`config.mk`:
```
export PLATFORM = sky130hd
export DESIGN_NAME = goertzel_bin_detector
export DESIGN_NICKNAME = d
export VERILOG_FILES = /design/src/rtl/goertzel_bin_detector.sv
export SDC_FILE = /design/constraint.sdc
export NUM_CORES = 1
export LEC_CHECK = 0
export CORE_MARGIN = 4
export CORE_UTILIZATION = 52
export CTS_BUF_LIST = sky130_fd_sc_hd__clkbuf_4 sky130_fd_sc_hd__clkbuf_8
export DETAILED_ROUTE_END_ITERATION = 8
export PLACE_DENSITY = 0.88
export SLEW_MARGIN = 20
export SYNTH_ARGS = -nofsm -noshare
export SYNTH_HDL_FRONTEND = slang
export SYNTH_SLANG_ARGS = --single-unit
```
`constraint.sdc`:
```
create_clock -name sys_clk -period 2.67 [get_ports sys_clk]
set_input_delay 0.534 -clock sys_clk [delete_from_list [all_inputs] [get_ports sys_clk]]
set_output_delay 0.534 -clock sys_clk [all_outputs]
set_load 0.01 [all_outputs]
```
`src/rtl/goertzel_bin_detector.sv`:
```
// Groups paired Goertzel magnitudes into frames of 2*NUM_PAIRS bins and
// publishes, once per frame, a debounced hysteretic tone-present mask plus
// the strongest bin and its magnitude.
//
// Per-bin debounce state
//   state | meaning
//   0     | tone absent; counting frames with mag >= THRESH_ON
//   1     | tone present; counting frames with mag <  THRESH_OFF
module goertzel_bin_detector #(
  parameter int               NUM_PAIRS  = 5,
  parameter int               MAG_W      = 16,
  parameter logic [MAG_W-1:0] THRESH_ON  = 'h0800,
  parameter logic [MAG_W-1:0] THRESH_OFF = 'h0600,
  parameter int               DEBOUNCE   = 3
) (
  input  logic                            sys_clk,
  input  logic                            rst_n,
  input  logic                            enable,
  input  logic [MAG_W-1:0]                mag_0,
  input  logic [MAG_W-1:0]                mag_1,
  input  logic                            mag_valid,
  output logic [2*NUM_PAIRS-1:0]          bin_active,
  output logic [$clog2(2*NUM_PAIRS)-1:0]  peak_bin,
  output logic [MAG_W-1:0]                peak_mag,
  output logic                            frame_done
);

  localparam int NB = 2 * NUM_PAIRS;
  localparam int BW = $clog2(NB);
  localparam int PW = (NUM_PAIRS > 1) ? $clog2(NUM_PAIRS) : 1;
  localparam int CW = $clog2(DEBOUNCE + 1);

  logic [PW-1:0]           pair_idx;
  logic [MAG_W-1:0]        run_max;
  logic [BW-1:0]           run_idx;
  logic [NB-1:0]           bin_state;
  logic [NB-1:0][CW-1:0]   cnt;

  logic                    accept;
  logic                    last_pair;
  logic [MAG_W-1:0]        pair_mag;
  logic [BW-1:0]           pair_bin;
  logic [MAG_W-1:0]        max_nxt;
  logic [BW-1:0]           idx_nxt;
  logic [NB-1:0]           state_nxt;
  logic [NB-1:0][CW-1:0]   cnt_nxt;
  logic [MAG_W-1:0]        sample;
  logic                    qualify;

  // Running maximum: pick the pair winner (odd bin only if strictly larger),
  // then merge with the frame max; the first pair of a frame loads outright.
  always_comb begin
    accept    = enable & mag_valid;
    last_pair = accept && (pair_idx == PW'(NUM_PAIRS - 1));
    if (mag_1 > mag_0) begin
      pair_mag = mag_1;
      pair_bin = (BW'(pair_idx) << 1) | BW'(1);
    end else begin
      pair_mag = mag_0;
      pair_bin = BW'(pair_idx) << 1;
    end
    max_nxt = run_max;
    idx_nxt = run_idx;
    if ((pair_idx == '0) || (pair_mag > run_max)) begin
      max_nxt = pair_mag;
      idx_nxt = pair_bin;
    end
  end

  // Debounce update for the two bins addressed by the accepted pair.
  always_comb begin
    state_nxt = bin_state;
    cnt_nxt   = cnt;
    sample    = '0;
    qualify   = 1'b0;
    for (int k = 0; k < NB; k++) begin
      sample  = ((k % 2) == 1) ? mag_1 : mag_0;
      qualify = bin_state[k] ? (sample < THRESH_OFF) : (sample >= THRESH_ON);
      if (accept && (PW'(k / 2) == pair_idx)) begin
        if (qualify) begin
          if (cnt[k] == CW'(DEBOUNCE - 1)) begin
            state_nxt[k] = ~bin_state[k];
            cnt_nxt[k]   = '0;
          end else begin
            cnt_nxt[k] = cnt[k] + CW'(1);
          end
        end else begin
          cnt_nxt[k] = '0;
        end
      end
    end
  end

  // Frame sequencing, debounce state and frame-coherent output registers.
  // Outputs load on the same edge that accepts the final pair, so they
  // already include that pair's contribution.
  always_ff @(posedge sys_clk or negedge rst_n) begin
    if (!rst_n) begin
      pair_idx   <= '0;
      run_max    <= '0;
      run_idx    <= '0;
      bin_state  <= '0;
      cnt        <= '0;
      bin_active <= '0;
      peak_bin   <= '0;
      peak_mag   <= '0;
      frame_done <= 1'b0;
    end else begin
      frame_done <= 1'b0;
      bin_state  <= state_nxt;
      cnt        <= cnt_nxt;
      if (!enable) begin
        pair_idx <= '0;
        run_max  <= '0;
        run_idx  <= '0;
      end else if (mag_valid) begin
        run_max <= max_nxt;
        run_idx <= idx_nxt;
        if (last_pair) begin
          pair_idx   <= '0;
          frame_done <= 1'b1;
          bin_active <= state_nxt;
          peak_bin   <= idx_nxt;
          peak_mag   <= max_nxt;
        end else begin
          pair_idx <= pair_idx + PW'(1);
        end
      end
    end
  end

endmodule

```
==> After elaboration in Yosys (flattened, before gate mapping) <==
Cells that the tools add are included.
{ "totals": {"register_bits": 84, "input_bits": 36, "out_inout_bits": 31, "word_cells": 145} }
{ "op_classes": {"addsub": 11, "n_lt_le_gt_ge": 6, "eq_ne": 16, "n_mux": 74, "bitwise_logic": 11, "n_reduce_logical": 9} }
{ "op_table": {"columns": ["cell", "n"], "rows": [
  ["$mux W16", 4],
  ["$mux W1", 44],
  ["$mux W2", 20],
  ["$ge A16 B12 Y1 const B", 2],
  ["$gt A16 B16 Y1", 2],
  ["$lt A16 B11 Y1 const B", 2],
  ["$add A2 B1 Y2 const B", 10],
  ["$eq A2 B2 Y1 const B", 10],
  ["$mux W4", 3],
  ["$not A1 Y1", 10],
  ["$mux W3", 3],
  ["$eq A2 B3 Y1 const A", 2],
  ["$logic_and A1 B1 Y1", 6],
  ["$add A3 B1 Y3 const B", 1],
  ["$eq A1 B3 Y1 const A", 1],
  ["$eq A3 B3 Y1 const A", 1],
  ["$eq A3 B3 Y1 const B", 1],
  ["$logic_not A3 Y1", 1],
  ["$reduce_and A3 Y1", 1],
  ["$ne A2 B1 Y1 const B", 1],
  ["$and A1 B1 Y1", 1],
  ["$logic_or A1 B1 Y1", 1]
]} }

==> Logic depth before layout (Yosys ltp) <==
Gate-level depths: netlist (run 1).
{ "logic_depth": {"ltp_word": 7, "ltp_mapped": 18, "ltp_nobuf": 16} }

==> Least setup slack after synthesis (run 1) <==
OpenSTA, ideal clock, no wires.
{ "synth_path": {"kind": "input to register", "start": "input port mag_0[15]", "end": "register peak_mag[10]", "setup_time_ps": 124, "arrival_ps": 4779, "t_required_ps": 2546, "path_slack_ps": -2233, "path_stages": 17, "n_path_buf": 2, "cell_sequence": "inv_1 > ha_1 > nand4_2 > nor4_1 > a21boi_0 > or4_1 > a21boi_4 > buf_12 > mux2_4 > ha_1 > nand4_1 > or3_1 > or3_1 > a22oi_2 > nor2_1 > clkbuf_1 > a211o_2"} }
{ "synth_via": {"elab_chain_len": 5} }
{ "synth_lines": {"columns": ["item", "line", "text"], "rows": [
  ["from (decl)", "19", "input logic [MAG_W-1:0] mag_0,"],
  ["$gt A16 B16 Y1", "55", "if (mag_1 > mag_0) begin"],
  ["$mux W16 *", "55", null],
  ["$gt A16 B16 Y1", "64", "if ((pair_idx == '0) || (pair_mag > run_max)) begin"],
  ["$logic_or A1 B1 Y1", "64", null],
  ["$mux W16 *", "64", null],
  ["to (signal assigned)", "124", "peak_mag <= max_nxt;"],
  ["to (decl)", "24", "output logic [MAG_W-1:0] peak_mag,"]
]} }
Mark *: on every way between the ends. The rest lies on a longest branch, timed or not.
A chain may end at the register's enable or synchronous reset.

==> Worst setup path in the final report (run 1) <==
{ "layout_path": {"start": "input port mag_0[14]", "end": "register run_max[8]"} }
{ "layout_via": {"elab_chain_len": 7} }
{ "layout_lines": {"columns": ["item", "line", "text"], "rows": [
  ["$gt A16 B16 Y1", "55", null],
  ["$mux W16 *", "55", null],
  ["$gt A16 B16 Y1", "64", null],
  ["$logic_or A1 B1 Y1", "64", null],
  ["$mux W16 *", "64", null],
  ["$mux W16 *", "116", "end else if (mag_valid) begin"],
  ["$mux W16 *", "112", "if (!enable) begin"],
  ["to (signal assigned)", "117", "run_max <= max_nxt;"],
  ["to (decl)", "34", "logic [MAG_W-1:0] run_max;"]
]} }
Mark *: on every way between the ends. The rest lies on a longest branch, timed or not. The select of a mux whose other input is x is not followed.

==> results.md, run 1 <==
Synth:
- Of the post-synthesis cell area, the dominant cell type holds 0.431.
- Counting distinct cell types in the post-synthesis netlist gives 46.
- The Yosys step of the flow raised 0 warnings.
- After technology mapping, the gate count stands at 488.
- Yosys mapped a number of flops with a built-in enable equal to 0.
- The share of the Yosys chip area taken by registers is 0.431.
- For this run, asynchronously set or reset flops after synthesis account for 1.00.
- When the netlist entered floorplanning its net count stood at 561.
- For this run, the leading register cell type out of synthesis is dfrtp_1.
- The dominant cell type by area after synthesis is dfrtp_1.
- The average footprint of a synthesized cell is 9.99 um^2.
- The mapped netlist covers 0.00487 mm^2.
- The synthesized design contains 84 register bits.
- Ranked by total cell area, the synthesized netlist is headed by dfrtp_1 43%, ha_1 9.5%, mux2_2 4.9%.

Final layout:
- Of the cells placed in the final design, the portion with a size suffix greater than 1 is 0.384.
- The number of standard cells in the layout, taps in and fillers out is 751.
- Summing all flip-flop and latch instances after layout gives 0.00210 mm^2.
- The layout has 504 filler cells.
- The multi-input logic area is 0.00302 mm^2.
- After the last flow step, the layout net total stands at 708.
- The post-synthesis to final-layout area growth is 46.8%.
- The number of diodes added for antenna fixing is 0.

Run status:
- The run finished, with violations left.
- The checks that failed: setup timing.

Clock tree:
- The buffer levels on the longest clock path is 2.
- The maximum level of the CTS H-tree is 3.
- The CTS tree is yes.
- The number of clock sinks is 84.
- For this design, the CTS-stage hold fixing added 0 buffers.
- Clock-pin slew was measured on the worst setup and hold paths at 0.11 ns.
- Buffers inserted during clock tree synthesis total 9.
- CTS placed an instance of clkbuf_8 at the clock tree root.
- For the worst-skew pair, the clock arrives at the later sink with an insertion delay of 0.38 ns.

Routing:
- The routed wire length is 15800 um.
- The DRC violation count after routing is 0.
- Before antenna repair, the detailed router went through 5 iterations.
- The average wire per cell in the routed design is 21.0 um.
- The DRC violation total after the first TritonRoute iteration is 343.
- The number of vias per cell is 6.32.
- The via count of the routed design is 4743.
- The remaining antenna violation count after routing is 0.

Floorplan:
- The core box area is 0.00920 mm^2.
- For this configuration, the core starts out at a cell density of 0.530.
- The count of standard-cell rows is 35.
- The die height is 105 um.
- During I/O placement, the number of pins put on the boundary was 67.
- The die boundary width is 105 um.
- The floorplan step defined a die boundary enclosing 0.0110 mm^2.

Pwr:
- IR analysis of the VDD net gives a maximum drop of 0.000358 V.
- Dividing total power by cell area gives a power density of 535 mW/mm^2.
- The analysis attributes to cell leakage a power of 3.35 nW.
- The total chip power is 3.83 mW.

Global routing:
- In the global route stage, met2 resource usage came out at 0.455.
- The met1 layer usage reported by global route is 0.337.
- The via count of the first global-routing pass is 4833.
- The first-pass GRT wire length is 24100 um.
- The number of antenna violations at the first check in global routing is 0.
- The pin count of the biggest net entering global routing is 48.
- The total track usage is 0.273.
- For met3 alone, demand over resource in global routing was 0.0618.
- Global routing finished with a remaining overflow of 0.
- The busiest layer in global routing is met2.

Job:
- The max-capacitance violation count is 0.

Critical path:
- The kind of capture point of the worst setup path is a register.
- Of all nets on the critical path, the largest fanout is 8.
- The required time at the endpoint of the critical path is 2.93 ns.
- The type of the worst setup path is in2reg.
- The worst setup path is launched from an input pin.
- The arrival time of data at the critical path endpoint is 4.69 ns.

STA:
- The routed design could run at a clock period as short as 4.43 ns.
- The final worst slack is -1.76 ns.
- The worst clock skew is 0.0193 ns.
- Final hold analysis gives a worst-case slack of 0.109 ns.
- The number of max-slew violations in the final report is 0.
- Timing would allow up to 226 MHz.
- The final number of hold-violating endpoints came to 0.
- Setup repair after global routing could not meet its margin everywhere.
- The actual slew at the worst max-slew pin is 0.580 ns.
- The worst pin sits at a relative slew slack of 0.603.
- Setup violations remaining at the end of the flow were counted as 40.
- In the finished design, the share of the clock period the worst path needs comes to 1.66.

Place:
- Detailed placement ended at an HPWL of 9500 um.
- The number of I/O port buffers is 66.
- The instance count after placement with tap cells included is 706.
- The congestion estimate from routability-driven global placement came to 0.861.

Hold path:
- The classification of the worst-slack hold path is in2async.
critical path, cell delays in order:
cell and delay [ns]:
buf_8 0.08, inv_4 0.03, ha_4 0.26, nand4_4 0.14, buf_6 0.15, nor4_4 0.30, a21boi_2 0.20, or4_1 0.12
a21boi_4 0.28, buf_6 0.16, mux2_4 0.32, ha_4 0.27, nand4_1 0.12, or3_4 0.38, a211o_1 0.24, nand4_1 0.15
a22oi_2 0.11, buf_6 0.17, buf_12 0.13, buf_16 0.13, buf_6 0.11, o311a_1 0.29
logic make-up (layout without fill, tap and decap cells):
family,count (synthesis),count (layout),share of synthesized area
AND/OR/NAND/NOR,151,151,0.158
AO/OA/AOI/OAI,121,121,0.180
flip-flops,84,84,0.431
buffers and inverters,59,211,0.0490
adder cells (fa/ha/maj),37,37,0.0950
multiplexers,36,36,0.0865
cells in the final DEF (no fill, tap or decap), types with 5 or more instances in the layout:
| cell type | instances |
|---|---|
| o21ai_0 | 18 |
| nand4_1 | 6 |
| mux2_4 | 8 |
| o21ai_1 | 12 |
| ha_4 | 20 |
| o21ai_2 | 5 |
| nor3_1 | 8 |
| o311a_1 | 15 |
| and3_4 | 14 |
| nor2b_1 | 5 |
| nor2_1 | 27 |
| a21oi_1 | 15 |
| dlygate4sd2_1 | 5 |
| mux2i_1 | 7 |
| ha_1 | 17 |
| buf_4 | 72 |
| mux2_2 | 20 |
| a22o_1 | 12 |
| clkdlybuf4s50_1 | 33 |
| clkbuf_8 | 9 |
| nand2b_1 | 5 |
| nand2_1 | 41 |
| and2_1 | 17 |
| buf_8 | 5 |
| dfrtp_1 | 84 |
| a211o_1 | 10 |
| inv_2 | 9 |
| buf_12 | 5 |
| buf_6 | 15 |
| a211o_2 | 7 |
| buf_2 | 13 |
| inv_1 | 22 |
synth_stat cells, drive strengths merged (2+ instances only):
master and number:
a221oi 2, nor3b 4, and2 18, mux2 28, dfrtp 84, ha 37, clkbuf 18, buf 4
a211o 17, o211ai 4, nor3 9, a2111oi 4, nand2b 5, o311a 15, and3 16, a22o 12
a21boi 2, a21oi 20, o31ai 4, nand4 7, nand2 44, nand3 4, nor2b 5, nand4b 3
inv 36, or3 3, o21ai 35, a31oi 2, a22oi 2, mux2i 8, nor2 29
state kept, by name, summed over array words and instances (netlist names):
signal,flops
bin_active,10
bin_state,10
cnt,20
frame_done,1
pair_idx,3
peak_bin,4
peak_mag,16
run_idx,4
run_max,16
path summary, 6_finish.rpt:
check	start	endpoint	slack, ns	depth (start not counted)
hold reg to reg	bin_active[6]$_DFFE_PN0P_	bin_active[6]$_DFFE_PN0P_	0.48	2
setup reg to reg	run_max[15]$_DFFE_PN0P_	run_max[8]$_DFFE_PN0P_	-0.14	12
max in group asynchronous	rst_n	cnt[11]$_DFFE_PN0P_	1.93	2
min in group sys_clk	bin_active[6]$_DFFE_PN0P_	bin_active[6]$_DFFE_PN0P_	0.48	2
setup / recovery	mag_0[14]	run_max[8]$_DFFE_PN0P_	-1.76	22
hold / removal	rst_n	run_max[14]$_DFFE_PN0P_	0.11	1
layer usage:
metal / wire [um] / vias up
li1: - / 2072
met1: 6200 / 2335
met2: 7640 / 261
met3: 1280 / 75
met4: 658 / 0
met5: 0 / -
power breakdown:
group	leakage (nW)	internal, mW	switching (mW)
clock network	0.103	0.372	0.576
registers	1.13	1.45	0.148
logic	2.12	0.696	0.585
metrics by stage:
stage / setup TNS (ns) / utilization / area (um^2) / setup WS [ns]
4_1_cts: -58.13 / 0.754 / 6940 / -1.54
2_1_floorplan: -64.36 / - / 5050 / -1.70
3_3_place_gp: -83.77 / 0.679 / 6250 / -2.16
5_1_grt: -70.30 / 0.778 / 7160 / -1.87
3_5_place_dp: -92.35 / 0.679 / 6250 / -2.38
6_report: -65.63 / 0.778 / 7160 / -1.76
area by class of cell:
| type | instances | share of cell area |
|---|---|---|
| clock buffer | 9 | 0.0173 |
| clock inverter | 7 | 0.0107 |
| inverter | 37 | 0.0219 |
| multi-input combinational | 345 | 0.422 |
| sequential | 84 | 0.294 |
| tap | 111 | 0.0194 |
| timing repair buffer | 158 | 0.215 |
what timing repair did:
action,4_1_cts,5_1_grt
setup endpoints to repair,40,40
pin swaps,32,10
buffers inserted,20,11
cloned,5,3
resized for setup,181,50
Power figures use the tool's default switching activity.
==> run 2: changes to the inputs <==
Settings changed: CORE_MARGIN 4 to 1.
==> run 2 against run 1 <==
The flow still finishes with violations (setup timing). Register-to-register slack hardly changed. Largest cell class unchanged. Critical endpoint is now run_max[12]$_DFFE_PN0P_. Die area fell by 11%. Maximum frequency up 1.6%. Critical path depth fell by 1.
==> results.md, run 2 (same netlist as run 1, synthesis figures left out) <==
Run status:
- The run finished, with violations left.
- The checks that failed: setup timing.

Pwr:
- After layout, the design draws a total of 3.91 mW.
- The leakage power summed over all cells is 3.28 nW.
- The clock group share of total power is 0.276.
- Of the total power, the share spent switching nets is 0.320.
- The internal power of the cells is 2.66 mW.
- For this design the total switching power over the nets is 1.25 mW.
- Of the total power, registers draw 0.408.
- The ratio of total power to cell area is 556 mW/mm^2.
- Across the VDD grid, the largest voltage drop is 0.000483 V.
- The share of total power in combinational logic is 0.316.

Routing:
- The via count of the routed design is 4622.
- After detailed routing, the average wire length per cell comes to 20.4 um.
- The routed wire length is 15100 um.
- The remaining antenna violation count after routing is 0.
- For this run, the detailed router's first-pass iteration total came to 6.
- After detailed routing, the number of remaining DRC violations is 0.
- The DRC violation total after the first TritonRoute iteration is 474.
- After detailed routing, the number of vias per cell comes to 6.27.

STA:
- The final critical path time including I/O delays and setup is 4.36 ns.
- The final cycle utilization of the critical path is 1.63.
- The number of max-slew violations in the final report is 0.
- The worst hold slack is 0.132 ns.
- Static timing analysis puts the maximum clock frequency at 230 MHz.
- The final worst slack is -1.69 ns.
- The worst slew margin relative to its limit is 0.567.
- Setup repair after global routing could not meet its margin everywhere.
- The final number of hold-violating endpoints came to 0.
- The final number of setup-violating endpoints is 40.
- The actual slew at the worst max-slew pin is 0.634 ns.
- Across the routed clock network, the largest skew measured is 0.0190 ns.

Hold path:
- The classification of the worst-slack hold path is in2async.

Place:
- At the end of routability-driven placement, the weighted congestion stood at 0.891.
- The HPWL after detailed placement is 9190 um.
- The number of I/O port buffers is 66.
- Once placement completed, the tool counted placed cells totaling 703.
- Summing all placed instances gives a cell area of 0.00626 mm^2.

Final layout:
- The largest registers in the layout are cnt x20, peak_mag x16, run_max x16.
- 0 antenna diodes ended up in the layout.
- The register ranked first by flip-flop count is cnt.
- The final design instance area without fill is 0.00702 mm^2.
- The most frequent standard cell in the layout excluding fill and tap cells is dfrtp_1.
- In the layout the commonest cells are 84 x dfrtp_1, 62 x buf_4, 41 x nand2_1.
- Fill cells in the final layout number 480.
- At the end of the flow, the number of nets in the layout was 697.
- Of the cells placed in the final design, the portion with a size suffix greater than 1 is 0.370.
- The post-synthesis to final-layout area growth is 44.1%.
- Once layout is complete, the utilization of the core stands at 0.790.
- The number of standard cells in the layout, taps in and fillers out is 737.
- The register with the most flip-flops in the layout has 20 of them.

Critical path:
- The reg-to-reg endpoint is run_max[12]$_DFFE_PN0P_.
- The maximum fanout along the worst path is 7.
- The critical path is of the in2reg type.
- At the worst endpoint, the arrival time is 4.60 ns.
- The startpoint kind of the worst setup timing path is an input pin.
- The slack of the worst reg-to-reg path is -0.13 ns.
- The launch instance of the worst register-to-register path is run_max[15]$_DFFE_PN0P_.
- The required time at the endpoint of the critical path is 2.92 ns.
- Counting cells, the worst reg-to-reg path comes to 12.
- The worst setup path is captured at a register.

Global routing:
- The global-route congestion overflow total is 0.
- Entering global routing, the biggest net connects 46 pins.
- The number of antenna violations at the first check in global routing is 0.
- For this run, the total global-route usage over all layers was measured as 0.311.
- The first global-routing pass estimated 23400 um of wire.
- The via count of the first global-routing pass was 4743.

Floorplan:
- The core box area is 0.00889 mm^2.
- The initial core utilization is 0.548.
- 67 I/O pins were placed.
- The floorplan step set the die width to 98.8 um.
- The count of standard-cell rows is 34.
- The die is 98.8 um tall.
- The total die area is 0.00976 mm^2.

Clock tree:
- The insertion delay of the later-clocked pin in the worst-skew pair is 0.37 ns.
- The root buffer cell chosen for the clock tree is clkbuf_8.
- The number of buffers created by CTS is 9.
- The clock-pin slew on the worst setup and hold paths is 0.10 ns.
- The clock passes through at most 2 buffers.
- For this design, the CTS-stage hold fixing added 0 buffers.
- TritonCTS built the clock tree.
- The clock tree synthesis step divided the H-tree into 3 levels.
- For this design, the sink count on the clock tree is 84.

Job:
- The tool flagged a number of max-cap violations equal to 0.
[run 2: cell types whose count changed in the layout (fill, tap and decap cells not counted), sizes merged]
cell           change
buf                -8
clkbuf             -3
bufinv             +2
inv                -2
clkdlybuf4s15      -1
dlygate4sd2        +1
[run 2: worst max path at each step]
| stage | from | to | slack (ns) | cells after the start |
|---|---|---|---|---|
| after global routing | mag_0[11] | peak_mag[11]$_DFFE_PN0P_ | -1.76 | 21 |
| final | mag_0[11] | run_max[12]$_DFFE_PN0P_ | -1.69 | 21 |
| after floorplan | mag_0[7] | peak_mag[10]$_DFFE_PN0P_ | -1.70 | 17 |
| after CTS | mag_0[11] | run_max[1]$_DFFE_PN0P_ | -1.54 | 20 |
| after global placement | mag_0[9] | peak_bin[1]$_DFFE_PN0P_ | -2.17 | 18 |
| after detailed placement | mag_0[7] | run_max[13]$_DFFE_PN0P_ | -2.32 | 19 |
[run 2: critical path, cell delays in order]
cell and delay, ns:
buf_8 0.10, inv_4 0.05, ha_4 0.20, a21oi_2 0.14
nor2_1 0.04, or3_1 0.38, or4_1 0.41, a21boi_4 0.18
buf_12 0.14, mux2_4 0.31, ha_4 0.26, nand4_1 0.13
or3_4 0.37, a211o_1 0.23, nand4_1 0.15, a22oi_2 0.08
buf_6 0.16, buf_12 0.13, buf_12 0.14, buf_8 0.12
o311a_1 0.31
[run 2: metal layers]
metal | wire (um) | track usage | share of wire
met1 | 5830 | 0.391 | 0.39
met2 | 7450 | 0.524 | 0.49
met3 | 1150 | 0.0567 | 0.077
met4 | 617 | 0.141 | 0.041
met5 | 0 | 0 | 0
[run 2: layout make-up]
class	instances	area (um^2)	share of cell area
tap	108	135	0.0192
sequential	84	2100	0.299
multi-input combinational	345	2980	0.424
timing repair buffer	147	1420	0.202
inverter	37	156	0.0223
clock inverter	7	106	0.0151
clock buffer	9	124	0.0176
[run 2: through the flow]
step | TNS (ns) | setup WS (ns)
3_5_place_dp | -89.76 | -2.32
6_report | -64.04 | -1.69
3_3_place_gp | -84.66 | -2.17
2_1_floorplan | -64.36 | -1.70
4_1_cts | -59.00 | -1.54
5_1_grt | -67.53 | -1.76
[run 2: what timing repair did]
action,CTS,global route
gates cloned,4,0
pin swaps,28,10
setup buffers,13,7
setup endpoints to repair,40,40
gates resized for setup,187,28
[run 2: power groups by stage]
stage | registers [mW] | logic, mW | clock network (mW)
after CTS | 1.58 | 1.13 | 1.06
after global placement | 1.59 | 0.928 | 0
final | 1.60 | 1.23 | 1.08
after detailed placement | 1.61 | 0.972 | 0
after global routing | 1.62 | 1.32 | 1.13
after floorplan | 1.59 | 0.560 | 0
==> run 3: changes to the inputs <==
Settings changed: SKIP_LAST_GASP set to 1.
==> run 3 against run 2 <==
The run still ends with setup timing left. Clock skew decreased by 0.0036 ns. Clock-buffer cell count unchanged. Global-route usage increased by 0.30 points. First-iteration DRC count decreased by 25%. Total power increased by 0.53%. Critical path type unchanged.
==> results.md, run 3 (same netlist as run 1, synthesis figures left out) <==
Final layout:
- The multi-input logic area is 0.00299 mm^2.
- Of the cells placed in the final design, the portion with a size suffix greater than 1 is 0.371.
- The register with the most flip-flops in the layout has 20 of them.
- The library cell used most frequently in the layout, excluding fill and tap cells, is dfrtp_1.
- The top cell types in the final layout, fill and taps aside, are 84 x dfrtp_1, 63 x buf_4, 41 x nand2_1.
- The fill cell instance count of the final layout is 479.
- Across the whole layout, storage elements account for 0.00210 mm^2.
- In the final design database the tool counted 698 nets.
- The repair_antennas step left the layout with diodes totalling 0.
- The register ranked first by flip-flop count is cnt.
- The post-synthesis to final-layout area growth is 44.3%.
- The largest registers in the layout are cnt x20, peak_mag x16, run_max x16.
- The finished cells cover 0.00703 mm^2.
- At the end of the flow the core is filled with cells to 0.791.

Global routing:
- The number of antenna violations at the first check in global routing is 0.
- The first-pass GRT wire length is 23600 um.
- Entering global routing, the biggest net connects 46 pins.
- The total track usage is 0.314.
- The via count of the first global-routing pass was 4760.
- Global routing finished with a remaining overflow of 0.

Routing:
- For this block, wires on met1 add up to 5810 um.
- The DRC violation total after the first TritonRoute iteration is 356.
- In the routed design, unresolved DRC markers number 0.
- The count of nets left with antenna violations once routing finished came out at 0.
- Summed over all nets, wire length on met3 after detailed routing comes to 1190 um.
- Using the TritonRoute via totals, the vias-per-cell ratio works out to 6.28.
- The routed wire length is 15200 um.
- The via count of the routed design is 4631.
- Detailed routing placed a total of 7460 um of wire on met2.
- The average wire per cell in the routed design is 20.6 um.
- The first-pass iteration count of the detailed router is 6.
- The highest layer used for signal routing is met4.

STA:
- The final critical path time including I/O delays and setup is 4.38 ns.
- Across the routed clock network, the largest skew measured is 0.0155 ns.
- Setup repair after global routing could not meet its margin everywhere.
- The number of max-slew violations in the final report came to 0.
- For the pin with the worst max-slew slack, the measured transition is 0.636 ns.
- On the final layout, the worst hold slack is 0.134 ns.
- The final number of hold-violating endpoints is 0.
- The worst slew margin relative to its limit is 0.565.
- The final number of setup-violating endpoints is 40.
- Derived from the worst setup path, the maximum achievable clock frequency is 228 MHz.
- Across all setup checks in the final design, the least slack found is -1.71 ns.
- Dividing the final minimum period by the clock period gives 1.64.

Pwr:
- The leakage power summed over all cells is 3.30 nW.
- For this design the ratio of total power to cell area is 559 mW/mm^2.
- The worst voltage drop across the vdd grid is 0.000482 V.
- The total chip power is 3.93 mW.

Floorplan:
- 67 I/O pins were placed.
- The initial core utilization is 0.548.
- The die boundary width is 98.8 um.
- The die height is 98.8 um.
- The core box area is 0.00889 mm^2.
- The floorplan step defined a die boundary enclosing 0.00976 mm^2.
- Row generation in the floorplan step produced 34 rows.

Place:
- The estimated wirelength of the detail-placed design is 9190 um.
- During placement, the flow inserted port buffers numbering 66.
- Before CTS, the worst setup slack after placement is -2.32 ns.
- The placement-stage cell area is 0.00626 mm^2.
- The final weighted congestion of routability-driven global placement is 0.891.

Clock tree:
- The insertion delay of the later-clocked pin in the worst-skew pair is 0.37 ns.
- The clock tree synthesis step divided the H-tree into 3 levels.
- In this run, post-CTS hold repair placed 0 buffers.
- The CTS tree is yes.
- Clock-pin slew was measured on the worst setup and hold paths at 0.10 ns.
- The number of clock buffers added by TritonCTS is 9.
- The tree is rooted in a clkbuf_8.
- Counting every sink on the clock net gives 84.
- The buffer levels on the longest clock path is 2.

Critical path:
- For this run, the slowest stage of the critical path takes 0.41 ns.
- The signal on the critical path passes through buf_8 -> inv_4 -> ha_4 -> a21oi_2 -> nor2_1 -> or3_1 -> or4_1 -> a21boi_4 -> buf_12 -> mux2_4 -> ha_4 -> nand4_1 -> or3_4 -> or3_4 -> a22oi_2 -> buf_6 -> buf_12 -> nor2_4 -> buf_4 -> a211o_1.
- The number of buffers and inverters on the critical path is 6.
- The master of the slowest instance on the critical path is or4_1.
- The worst setup path is captured at a register.
- The type of the worst setup path is in2reg.
- The required time at the endpoint of the critical path is 2.91 ns.
- In this design, the largest share of critical-path delay is due to simple AND/OR/NAND/NOR gates.
- The arrival time of data at the critical path endpoint is 4.62 ns.
- The worst setup path is launched from an input pin.
- The maximum fanout along the worst path is 6.

Run status:
- The checks that failed: setup timing.
- The flow ran to the end, but the final reports show violations.

Job:
- The tool flagged a number of max-cap violations equal to 0.

Hold path:
- The worst hold path belongs to the class in2async.
[run 3: worst paths after layout]
kind                                         start                       to  slack [ns]  cells after the start
max                                      mag_0[11]  peak_mag[1]$_DFFE_PN0P_       -1.71                     20
min                                          rst_n   bin_state[1]$_DFF_PN0_        0.13                      1
max reg2reg                run_max[15]$_DFFE_PN0P_  peak_mag[1]$_DFFE_PN0P_       -0.14                     14
min reg2reg                peak_bin[2]$_DFFE_PN0P_  peak_bin[2]$_DFFE_PN0P_        0.50                      2
max in group asynchronous                    rst_n  peak_bin[2]$_DFFE_PN0P_        1.92                      2
min in group sys_clk       peak_bin[2]$_DFFE_PN0P_  peak_bin[2]$_DFFE_PN0P_        0.50                      2
[run 3: where the power goes]
part / switching, mW / total, mW / internal [mW]
combinational: 0.580 / 1.25 / 0.668
sequential: 0.146 / 1.60 / 1.45
clock: 0.540 / 1.08 / 0.542
total: 1.27 / 3.93 / 2.66
[run 3: routing by layer]
layer / vias to the layer above / track usage
met4: 0 / 0.147
met1: 2255 / 0.390
met2: 268 / 0.529
li1: 2040 / -
met5: - / 0
met3: 68 / 0.0610
[run 3: stage by stage]
step	TNS [ns]	std cells
5_1_grt	-67.94	738
4_1_cts	-59.21	735
2_1_floorplan	-64.36	488
3_3_place_gp	-84.66	703
6_report	-64.70	738
3_5_place_dp	-89.76	703
[run 3: repair_timing]
item / 4_1_cts / 5_1_grt
gates cloned: 4 / 0
resized for setup: 184 / 36
setup endpoints to repair: 40 / 40
pin swaps: 21 / 11
setup buffers: 13 / 7
hold endpoints to repair: 0 / 0
[run 3: area by class of cell]
cell class | instances | share of cell area
multi-input combinational | 345 | 0.425
sequential | 84 | 0.299
timing repair buffer | 148 | 0.202
inverter | 37 | 0.0222
tap | 108 | 0.0192
clock buffer | 9 | 0.0176
clock inverter | 7 | 0.0151
[run 3: worst register-to-register path: stages (launching register included)]
cell and delay (ns):
dfrtp_1 0.41, inv_1 0.15, ha_1 0.28, nand4_1 0.15, buf_4 0.13, buf_4 0.10, nor2_1 0.05, nor3_1 0.18
nand4_1 0.20, a22oi_2 0.23, buf_6 0.17, buf_12 0.11, nor2_4 0.06, buf_4 0.17, a211o_1 0.33
